## src/rtl/alu_pkg.sv

```systemverilog
// Shared definitions for the Mini-ALU front end: operand width, loader
// state encoding and debounce lengths for simulation and board builds.
package alu_pkg;

  localparam int ALU_WIDTH      = 6;
  localparam int DEBOUNCE_SIM   = 4;
  localparam int DEBOUNCE_BOARD = 1_000_000;

  // Codes double as the board LED pattern; 2'b11 is unused and recovers.
  typedef enum logic [1:0] {
    WAIT_A = 2'b00,
    WAIT_B = 2'b01,
    READY  = 2'b10
  } loader_state_t;

  // Counter width for a debouncer; never narrower than one bit.
  function automatic int debounce_cnt_width(input int cycles);
    return (cycles > 1) ? $clog2(cycles) : 1;
  endfunction

endpackage

```

## src/rtl/btn_debounce.sv

```systemverilog
// Button conditioner: 2-FF synchroniser, stable-level debouncer and a
// one-cycle pulse on each debounced press (release produces no pulse).
module btn_debounce
  import alu_pkg::*;
#(
  parameter int DEBOUNCE_CYCLES = 16
) (
  input  logic clk,
  input  logic rst,
  input  logic btn_in,
  output logic level_out,
  output logic rise_pulse
);

  localparam int               CNT_W    = debounce_cnt_width(DEBOUNCE_CYCLES);
  localparam logic [CNT_W-1:0] CNT_LAST = CNT_W'(DEBOUNCE_CYCLES - 1);

  logic             sync_1;
  logic             sync_2;
  logic [CNT_W-1:0] cnt;
  logic             level;
  logic             differ;
  logic             expire;

  // Bring the raw button into the clock domain.
  // NOTE: sequential state uses non-blocking assignments so each flop
  // samples the value its neighbour held before the edge.
  always_ff @(posedge clk) begin
    if (rst) begin
      sync_1 <= 1'b0;
      sync_2 <= 1'b0;
    end else begin
      sync_1 <= btn_in;
      sync_2 <= sync_1;
    end
  end

  // The level flips on the cycle the count of disagreeing samples would
  // reach DEBOUNCE_CYCLES; any agreeing sample restarts the count.
  assign differ = (sync_2 != level);
  assign expire = differ && (cnt == CNT_LAST);

  // Debounce counter, debounced level and registered press pulse.
  always_ff @(posedge clk) begin
    if (rst) begin
      cnt        <= '0;
      level      <= 1'b0;
      rise_pulse <= 1'b0;
    end else begin
      rise_pulse <= expire && !level;
      if (expire) begin
        level <= ~level;
        cnt   <= '0;
      end else if (differ) begin
        cnt <= cnt + 1'b1;
      end else begin
        cnt <= '0;
      end
    end
  end

  assign level_out = level;

endmodule

```

## src/rtl/alu_operand_loader.sv

```systemverilog
// Operand capture stage for the Mini-ALU: debounced load presses latch
// operand A then operand B from the switches; clear returns to WAIT_A.
module alu_operand_loader
  import alu_pkg::*;
#(
  parameter int WIDTH           = ALU_WIDTH,
  parameter int DEBOUNCE_CYCLES = 16
) (
  input  logic             clk,
  input  logic             rst,
  input  logic [WIDTH-1:0] sw,
  input  logic             btn_load,
  input  logic             btn_clear,
  output logic [WIDTH-1:0] A,
  output logic [WIDTH-1:0] B,
  output logic             operands_valid,
  output logic [1:0]       state_led
);

  logic             clr_s1;
  logic             clr_s2;
  logic             load_level;
  logic             load_pulse;
  logic             load_go;
  loader_state_t    state;
  loader_state_t    state_nxt;
  logic [WIDTH-1:0] a_nxt;
  logic [WIDTH-1:0] b_nxt;

  btn_debounce #(
    .DEBOUNCE_CYCLES (DEBOUNCE_CYCLES)
  ) u_load_debounce (
    .clk        (clk),
    .rst        (rst),
    .btn_in     (btn_load),
    .level_out  (load_level),
    .rise_pulse (load_pulse)
  );

  // A press pulse is only meaningful while the debounced level is high.
  assign load_go = load_pulse && load_level;

  // Synchronise the clear button; it acts on every synced-high cycle.
  always_ff @(posedge clk) begin
    if (rst) begin
      clr_s1 <= 1'b0;
      clr_s2 <= 1'b0;
    end else begin
      clr_s1 <= btn_clear;
      clr_s2 <= clr_s1;
    end
  end

  // Next-state and operand-capture decisions; clear beats a load.
  // NOTE: every signal written here gets a default first, so no latch
  // can be inferred on paths that do not assign it.
  always_comb begin
    state_nxt = state;
    a_nxt     = A;
    b_nxt     = B;
    if (clr_s2) begin
      state_nxt = WAIT_A;
      a_nxt     = '0;
      b_nxt     = '0;
    end else begin
      case (state)
        WAIT_A: begin
          if (load_go) begin
            a_nxt     = sw;
            state_nxt = WAIT_B;
          end
        end
        WAIT_B: begin
          if (load_go) begin
            b_nxt     = sw;
            state_nxt = READY;
          end
        end
        READY: begin
          if (load_go) begin
            a_nxt     = sw;
            state_nxt = WAIT_B;
          end
        end
        default: state_nxt = WAIT_A;
      endcase
    end
  end

  // State, operand and valid registers; valid tracks the READY state.
  always_ff @(posedge clk) begin
    if (rst) begin
      state          <= WAIT_A;
      A              <= '0;
      B              <= '0;
      operands_valid <= 1'b0;
    end else begin
      state          <= state_nxt;
      A              <= a_nxt;
      B              <= b_nxt;
      operands_valid <= (state_nxt == READY);
    end
  end

  assign state_led = state;

endmodule

```

## config.mk

```make
export PLATFORM = sky130hd
export DESIGN_NAME = alu_operand_loader
export DESIGN_NICKNAME = d
export VERILOG_FILES = /design/src/rtl/alu_pkg.sv /design/src/rtl/btn_debounce.sv /design/src/rtl/alu_operand_loader.sv
export SDC_FILE = /design/constraint.sdc
export NUM_CORES = 1
export LEC_CHECK = 0
export CAP_MARGIN = 20
export CORE_MARGIN = 2
export CORE_UTILIZATION = 45
export DETAILED_ROUTE_END_ITERATION = 8
export PLACE_DENSITY = 0.83
export SLEW_MARGIN = 20
export SYNTH_ARGS = -nofsm -noshare
export SYNTH_HDL_FRONTEND = slang
export SYNTH_SLANG_ARGS = --single-unit
```

## constraint.sdc

```tcl
create_clock -name clk -period 1.1 [get_ports clk]
set_input_delay 0.33 -clock clk [delete_from_list [all_inputs] [get_ports clk]]
set_output_delay 0.33 -clock clk [all_outputs]
set_load 0.02 [all_outputs]
```

==> results of run 1 <==
==> power by group through the flow <==
stage / Combinational, mW / Sequential [mW] / Clock [mW]
5_1_grt: 0.0738 / 0.918 / 0.450
6_report: 0.0680 / 0.916 / 0.391
4_1_cts: 0.0677 / 0.916 / 0.406
3_3_place_gp: 0.0619 / 0.936 / 0
2_1_floorplan: 0.0297 / 0.936 / 0
3_5_place_dp: 0.0647 / 0.937 / 0
==> cells in the final DEF (no fill, tap or decap), drive strengths merged <==
master | Yosys | final
clkbuf | 0 | 3
dfxtp | 25 | 25
nand3 | 2 | 2
and2b | 4 | 4
and3b | 1 | 1
nor2 | 16 | 16
clkdlybuf4s50 | 0 | 9
a21oi | 3 | 3
nand2 | 1 | 1
buf | 4 | 23
clkinv | 0 | 1
inv | 1 | 1
xor2 | 3 | 3
nand3b | 4 | 4
or2 | 1 | 1
nor4b | 1 | 1
ha | 1 | 1
mux2i | 13 | 13
nand4b | 1 | 1
==> critical path: cells and delay by family, from the launching register on <==
family / cells / cell delay (ns)
DFF: 1 / 0.35
buffers and inverters: 2 / 0.28
and+or+nand+nor: 2 / 0.24
muxes: 1 / 0.17
==> how the worst max path moves through the flow <==
stage                            startpoint                end  slack [ns]  cells past startpoint
finish              state_led[1]$_SDFF_PP0_  B[4]$_SDFFE_PP0P_       -0.04                      5
global placement                        rst  B[5]$_SDFFE_PP0P_       -0.33                      3
floorplan           state_led[0]$_SDFF_PP0_  A[0]$_SDFFE_PP0P_        0.02                      4
global route        state_led[1]$_SDFF_PP0_  B[4]$_SDFFE_PP0P_       -0.10                      5
CTS                       B[0]$_SDFFE_PP0P_               B[0]       -0.03                      1
detailed placement                      rst  A[4]$_SDFFE_PP0P_       -0.38                      3
==> registers in the layout, summed over array words and instances (netlist names) <==
name                        count
A                               6
B                               6
state_led                       2
clr_s1                          1
clr_s2                          1
u_load_debounce.sync_2          1
u_load_debounce.rise_pulse      1
operands_valid                  1
u_load_debounce.level_out       1
u_load_debounce.sync_1          1
u_load_debounce.cnt             4
==> metal layers <==
metal | vias up | share of wire, % | track usage, %
li1 | 329 | - | -
met1 | 318 | 37 | 15.9
met2 | 15 | 57 | 29.2
met3 | 5 | 3.3 | 2.78
met4 | 0 | 2.2 | 8.57
met5 | - | 0 | 0
==> kinds of logic after synthesis <==
family	share of synthesized area [%]
AOI/OAI and AO/OA	1.68
DFF	56.1
xor gates and xnor gates	2.95
adders and majority gates	1.40
and+or+nand+nor	18.7
buffers and inverters	4.63
muxes	14.6
==> cell type report <==
class,count,area [um^2],share of cell area (%)
inverter,1,3.75,0.290
timing repair buffer,32,334,25.8
clock inverter,1,5.00,0.386
tap,27,33.8,2.61
multi-input combinational,51,375,29.0
clock buffer,3,22.5,1.74
sequential,25,522,40.3
==> repair_timing <==
action | 4_1_cts | 5_1_grt
pin swaps | 0 | 5
resized for setup | 110 | 6
setup buffers | 0 | 2
endpoints found under the setup margin | 29 | 31
==> per-stage QoR <==
stage          setup WS, ns  instances  hold slack, ns  power (mW)
2_1_floorplan        0.0168         81           0.402       0.965
3_3_place_gp         -0.331        134           0.413       0.998
3_5_place_dp         -0.384        134           0.423        1.00
4_1_cts             -0.0288        138           0.453        1.39
5_1_grt              -0.103        140           0.442        1.44
6_report            -0.0424        140           0.422        1.37
==> results.cfg, run 1 <==
[status]
status = complete, but fails checks
violations = negative setup slack

[clocking]
root_buffer = clkbuf_4
cts_tree = built
clock_sinks = 25
cts_max_level = 1
clock_path_buffers = 2
clock_latency_ns = 0.31
holdBufCountCts = 0
clkTransAtPathRegs_ns = 0.13
cts_buffers = 3

[logic_synthesis]
yosysSeqAreaShare_pct = 56.1
synth-async-reset-ratio_pct = 0
synth_seq_cells = 25
yosysMostFrequentCell = dfxtp_1
synth_top_cell_area_share_pct = 56.1
netlist_area_um2 = 892
synth_area_leader_cell = dfxtp_1
synth_edf_count = 0
ys_types = 17
synth_area_leaders = dfxtp_1, mux2i_1, nor2_1, and2b_1, nand3b_1
ys_warn_count = 0
synthFlopType = dfxtp_1
postSynthAreaPerCell_um2 = 11.0
syn_inst = 81
synthesis.nets = 92
netlist_top_cells_count = dfxtp_1, nor2_1, mux2i_1, and2b_1, nand3b_1

[power]
p_clk_share_pct = 28.4
power_switching_share_pct = 20.6
p_int_mw = 1.09
p_seq_share_pct = 66.6
pwr-share-comb_pct = 4.9
p_leak_nw = 0.624
p_per_area_nw_per_um2 = 1060
p_switching_mw = 0.284
peakVddDrop_mv = 1.00

[setup_path]
worstSetupPathType = flip-flop to flip-flop
worstSetupEndpointType = flip-flop
reg2reg_depth = 5
cpMostUsedCell = buf_6
critPathLaunchType = flip-flop
required_ns = 1.32
rr_endpoint = B[4]$_SDFFE_PP0P_
critPathMaxStageDelay_ns = 0.35
cp_max_fo = 8
reg2reg_from = state_led[1]$_SDFF_PP0_
path_cells = buf_6 > nand4b_1 > buf_6 > mux2i_1 > nor2_1
r2r_slack_ns = -0.04
slowest_stage = dfxtp_2
critPathArrivalTime_ns = 1.36

[cells_and_area]
fillCellCount = 167
diodes = 0
nNetsFinal = 125
stdcell_area_um2 = 1300
fin_util_pct = 67.4
drive_above_1_share_pct = 43.4
syn_to_final_growth_pct = 45.3

[hold_path]
whs_path_depth = 1
min_to = u_load_debounce.cnt[0]$_SDFF_PP0_
min_from = u_load_debounce.cnt[0]$_SDFF_PP0_
hold_path_class = flip-flop to flip-flop

[die]
die_w_um = 48.5
core-area_um2 = 1920
die_area_um2 = 2350
dieHeight_um = 48.5
initial_core_util_pct = 46.4
ios = 25
rows = 16

[detailed_routing]
routed_wl_um = 1690
drt-initial-drc-count = 6
vias_per_cell = 4.76
firstDrtPassIters = 4
antenna_left = 0
route.detailed.drc = 0
wire_per_inst_um = 12.0
via_count = 667

[sta]
slew-limit-headroom_pct = 86.2
tns_ns = -0.297
period_needed_ns = 1.14
rsz0062_at_grt = yes
slew_viol_final = 0
clock_skew_ns = 0.00780
tightestPinTransition_ns = 0.206
min_period_over_period_pct = 104
max_freq_mhz = 875
worst_slack_ns = -0.0424
hold_violations = 0
setup_viol = 22

[job]
cap_violations = 0

[placed_design]
dp_hpwl_um = 1220
io_buffers = 24
place_area_um2 = 1170
place.gp.congestion = 0.644

[global_route]
grt_max_degree = 16
grt-ovfl-total = 0
grt_pass1_vias = 624
grt_pass1_wl_um = 2700
grt_antenna_before_repair = 0
track_usage_pct = 15.4
(Power assumes the default switching activity.)
==> run 2: changes to the inputs <==
--- a/config.mk
+++ b/config.mk
@@ -5,12 +5,12 @@
 export SDC_FILE = /design/constraint.sdc
 export NUM_CORES = 1
 export LEC_CHECK = 0
-export CAP_MARGIN = 20
 export CORE_MARGIN = 2
-export CORE_UTILIZATION = 45
+export CORE_UTILIZATION = 40
 export DETAILED_ROUTE_END_ITERATION = 8
-export PLACE_DENSITY = 0.83
+export PLACE_DENSITY = 0.75
 export SLEW_MARGIN = 20
 export SYNTH_ARGS = -nofsm -noshare
 export SYNTH_HDL_FRONTEND = slang
+export SYNTH_HIERARCHICAL = 1
 export SYNTH_SLANG_ARGS = --single-unit
==> results.cfg, run 2 <==
[status]
status = complete, but fails checks
violations = negative setup slack

[setup_path]
r2r_slack_ns = -0.01
worstSetupEndpointType = output pin
critPathArrivalTime_ns = 0.82
reg2reg_from = state_led[1]$_SDFF_PP0_
rr_endpoint = B[3]$_SDFFE_PP0P_
critPathLaunchType = flip-flop
path_buf_inv = 1
cp_top_family = flip-flops
crit_path_end = B[3]
worstSetupPathType = flip-flop to output pin
path_cells = buf_6
slowest_stage = dfxtp_2
required_ns = 0.77
reg2reg_depth = 5
startpoint = B[3]$_SDFFE_PP0P_
cp_max_fo = 2
critPathMaxStageDelay_ns = 0.38
worstSetupPathDepth = 1

[die]
ios = 25
die_w_um = 52.5
core-area_um2 = 2210
die_area_um2 = 2760
initial_core_util_pct = 42.5
rows = 17
dieHeight_um = 52.5

[global_route]
grt_pass1_wl_um = 3010
grt_pass1_vias = 706
grt-ovfl-total = 0
grt_max_degree = 22
grt_antenna_before_repair = 0
track_usage_pct = 14.9

[logic_synthesis]
synth_seq_cells = 25
netlist_top_cells_count = dfxtp_1, nand3_1, nand2_1, o21ai_2
ys_types = 23
synthesis.nets = 98
synth_top_cell_area_share_pct = 53.2
synth_compound_area_share_pct = 12.0
synthMuxAreaShare_pct = 1.06
synth-async-reset-ratio_pct = 0
synth_top_family_by_area = simple AND/OR/NAND/NOR gates
ys_warn_count = 6
netlist_area_um2 = 941
synth_xor_area_share_pct = 2.79
yosysSeqAreaShare_pct = 53.2
synth_area_leader_cell = dfxtp_1
synth_edf_count = 0
synthFlopType = dfxtp_1
synth_fa_ha_area_share_pct = 1.33
postSynthAreaPerCell_um2 = 10.8
syn_inst = 87
synth_area_leaders = dfxtp_1, nand3_1, o21ai_2, nand3_2, nand2_1
yosysMostFrequentCell = dfxtp_1
yosys.area_share.simple_pct = 25.8

[hold_path]
hold_path_class = flip-flop to flip-flop
min_from = u_load_debounce/cnt[0]$_SDFF_PP0_
whs_path_depth = 1

[placed_design]
place.gp.congestion = 0.720
io_buffers = 24
dp_hpwl_um = 1170

[sta]
rsz0062_at_grt = yes
min_period_over_period_pct = 105
tightestPinTransition_ns = 0.253
hold_violations = 0
slew_viol_final = 0
slew-limit-headroom_pct = 83.1
setup_viol = 16
worst_slack_ns = -0.0523
max_freq_mhz = 868
tns_ns = -0.414
clock_skew_ns = 0.0167
period_needed_ns = 1.15

[cells_and_area]
final_cell_mix = dfxtp_2, buf_6, nand3_1, clkdlybuf4s50_1, buf_4
layout_commonest_cell = dfxtp_2
top_regs = A (6), B (6), u_load_debounce/cnt (4)
regArea_um2 = 526
nNetsFinal = 136
fin_util_pct = 64.9
syn_to_final_growth_pct = 52.5
multi_input_area_um2 = 432
diodes = 0
drive_above_1_share_pct = 54.0
fillCellCount = 182

[clocking]
clock_sinks = 25
cts_buffers = 3
holdBufCountCts = 0
clock_latency_ns = 0.32
cts_tree = built
clkTransAtPathRegs_ns = 0.15
clock_path_buffers = 2
root_buffer = clkbuf_4
cts_max_level = 1

[power]
p_per_area_nw_per_um2 = 995
peakVddDrop_mv = 0.834
post-layout-total-power_mw = 1.43
p_leak_nw = 0.665

[detailed_routing]
firstDrtPassIters = 5
via_count = 740
vias_per_cell = 4.87
wire_per_inst_um = 13.3
route.detailed.drc = 0
routed_wl_um = 2030
antenna_left = 0
drt-initial-drc-count = 11

[job]
cap_violations = 0
run 2: cell types whose count changed in the layout (fill, tap and decap cells not counted), sizes merged, moves of 2 or more:
cell and delta:
a21oi -3, nand3 +12, o21ai +12, nand2 +6, buf +2, a21boi +3
nor2b +4, mux2i -12, nor2 -11, clkbuf +2, and2b -4
run 2: layout make-up:
cell class                 count  share of cell area [%]
multi-input combinational     58                    30.1
tap                           28                    2.44
sequential                    25                    36.6
clock inverter                 1                   0.349
timing repair buffer          36                    28.7
clock buffer                   3                    1.57
inverter                       1                   0.262
run 2: worst min-delay path by stage:
stage | end | slack (ns)
3_5_place_dp | u_load_debounce/sync_2$_SDFF_PP0_ | 0.43
5_1_grt | u_load_debounce/rise_pulse$_SDFF_PP0_ | 0.42
2_1_floorplan | clr_s1$_SDFF_PP0_ | 0.40
4_1_cts | u_load_debounce/sync_2$_SDFF_PP0_ | 0.46
3_3_place_gp | clr_s2$_SDFF_PP0_ | 0.42
6_report | u_load_debounce/cnt[0]$_SDFF_PP0_ | 0.43
run 2: what timing repair did:
| item | CTS | global route |
|---|---|---|
| gates resized for setup | 106 | 8 |
| buffers inserted | 1 | 2 |
| cloned | 0 | 3 |
| hold endpoints to repair | 0 | 0 |
| setup endpoints to repair | 24 | 28 |
| pin swaps | 1 | 1 |
run 2: where the power goes:
part / total (mW) / internal [mW] / switching (mW)
clock network: 0.411 / 0.136 / 0.275
logic: 0.103 / 0.0617 / 0.0411
registers: 0.915 / 0.910 / 0.00444
total: 1.43 / 1.11 / 0.320
run 2: kinds of logic (layout without fill, tap and decap cells):
kind of cell / count (synthesis) / in the layout
adder cells (fa/ha/maj): 1 / 1
XOR/XNOR: 3 / 3
AO/OA/AOI/OAI: 15 / 15
flip-flops: 25 / 25
AND/OR/NAND/NOR: 37 / 38
buffers and inverters: 5 / 41
multiplexers: 1 / 1
run 2: metal layers:
metal  part of all wire [%]  global-route usage (%)  vias to the layer above
li1                       -                       -                      376
met1                     44                    19.6                      339
met2                     49                    23.3                       19
met3                    4.6                    2.29                        6
met4                    2.9                    7.69                        0
met5                      0                       0                        -
run 2: metrics by stage:
| stage | area (um^2) | setup WS, ns | instances | hold WS (ns) |
|---|---|---|---|---|
| after detailed placement | 1250 | -0.298 | 142 | 0.431 |
| after floorplan | 941 | 0.0358 | 87 | 0.402 |
| after global routing | 1440 | -0.0884 | 152 | 0.425 |
| after CTS | 1340 | -0.0359 | 147 | 0.459 |
| after global placement | 1250 | -0.247 | 142 | 0.422 |
| final | 1440 | -0.0523 | 152 | 0.430 |
==> run 3: changes to the inputs <==
--- a/config.mk
+++ b/config.mk
@@ -8,7 +8,8 @@
 export CORE_MARGIN = 2
 export CORE_UTILIZATION = 40
 export DETAILED_ROUTE_END_ITERATION = 8
-export PLACE_DENSITY = 0.75
+export DONT_BUFFER_PORTS = 1
+export PLACE_DENSITY = 0.61
 export SLEW_MARGIN = 20
 export SYNTH_ARGS = -nofsm -noshare
 export SYNTH_HDL_FRONTEND = slang
==> results.cfg, run 3 (synthesis results as in run 2) <==
[detailed_routing]
via_count = 630
vias_per_cell = 5.08
wire_per_inst_um = 13.1
routed_wl_um = 1620
drt-initial-drc-count = 4
firstDrtPassIters = 4
route.detailed.drc = 0
antenna_left = 0

[setup_path]
cp_top_family = flip-flops
r2r_slack_ns = 0.06
required_ns = 0.77
path_buf_inv = 1
slowest_stage = dfxtp_4
critPathMaxStageDelay_ns = 0.37
worstSetupEndpointType = output pin
path_cells = buf_6
cp_max_fo = 3
worstSetupPathType = flip-flop to output pin
critPathArrivalTime_ns = 0.80
critPathLaunchType = flip-flop

[power]
peakVddDrop_mv = 0.745
p_per_area_nw_per_um2 = 1200
p_leak_nw = 0.522

[clocking]
cts_max_level = 1
cts_tree = built
clock_path_buffers = 2
cts_buffers = 3
clock_sinks = 25
root_buffer = clkbuf_4
clock_latency_ns = 0.31
clkTransAtPathRegs_ns = 0.12

[cells_and_area]
diodes = 0
layout_commonest_cell = dfxtp_2
top_regs = A (6), B (6), u_load_debounce/cnt (4)
drive_above_1_share_pct = 49.0
final_cell_mix = dfxtp_2, nand3_1, nand2_1, dfxtp_1, o21ai_2
layout.cells.non_filler = 124
fillCellCount = 213
nNetsFinal = 108
syn_to_final_growth_pct = 19.1

[placed_design]
io_buffers = 0
dp_hpwl_um = 1060
preCtsSetupSlack_ns = -0.107
dp.cells = 114
place.gp.congestion = 0.697

[sta]
setup_viol = 2
max_freq_mhz = 888
tightestPinTransition_ns = 0.205
worst_slack_ns = -0.0267
hold_violations = 0
period_needed_ns = 1.13
slew_viol_final = 0
clock_skew_ns = 0.00367
min_period_over_period_pct = 102
rsz0062_at_grt = yes
slew-limit-headroom_pct = 86.3

[die]
ios = 25
initial_core_util_pct = 42.5
rows = 17
die_area_um2 = 2760
die_w_um = 52.5
core-area_um2 = 2210
dieHeight_um = 52.5

[hold_path]
hold_path_class = primary input to flip-flop

[global_route]
grt_max_degree = 22
grt_pass1_vias = 558
grt-ovfl-total = 0
grt_antenna_before_repair = 0
grt_pass1_wl_um = 2450
track_usage_pct = 12.3

[status]
status = complete, but fails checks
violations = negative setup slack

[job]
cap_violations = 0
run 3: what timing repair did:
action	in CTS	in global routing
endpoints found under the setup margin	24	13
hold buffers	0	0
cloned	0	1
resized for setup	19	8
pin swaps	1	3
setup buffers	5	0
run 3: worst paths after layout:
kind / start / end / depth (start not counted)
setup / recovery: state_led[0]$_SDFF_PP0_ / state_led[0] / 1
hold / removal: rst / u_load_debounce/level_out$_SDFFE_PP0P_ / 1
setup reg to reg: state_led[1]$_SDFF_PP0_ / B[0]$_SDFFE_PP0P_ / 5
hold reg to reg: u_load_debounce/cnt[0]$_SDFF_PP0_ / u_load_debounce/cnt[0]$_SDFF_PP0_ / 1
run 3: layer usage:
metal / wire length, um / track usage [%]
met5: 0 / 0
met3: 124 / 4.57
met4: 14 / 7.69
met2: 739 / 17.3
met1: 740 / 15.6
run 3: cell type report:
type                    instances  area, um^2  area share, %
inverters                       1        3.75          0.335
well taps                      28        35.0           3.12
multi-input cells              58         433           38.6
repair buffers                  8        92.6           8.26
flip-flops and latches         25         531           47.3
clock buffers                   4        26.3           2.34
run 3: power by group:
part	switching [mW]	internal [mW]	leakage, nW
sequential	0.00321	0.905	0.212
clock	0.248	0.141	0.0150
combinational	0.0270	0.0219	0.295
run 3: per-stage QoR:
step	utilization (%)	instance area, um^2	setup TNS, ns	power (mW)	hold WS (ns)
finish	50.7	1120	-0.0340	1.35	0.0672
global route	50.7	1120	-0.121	1.41	0.0386
CTS	49.0	1080	-0.0727	1.38	0.0469
detailed placement	44.2	978	-0.544	0.986	0.405
global placement	44.2	978	-0.297	0.985	0.404
floorplan	-	941	0	0.971	0.402
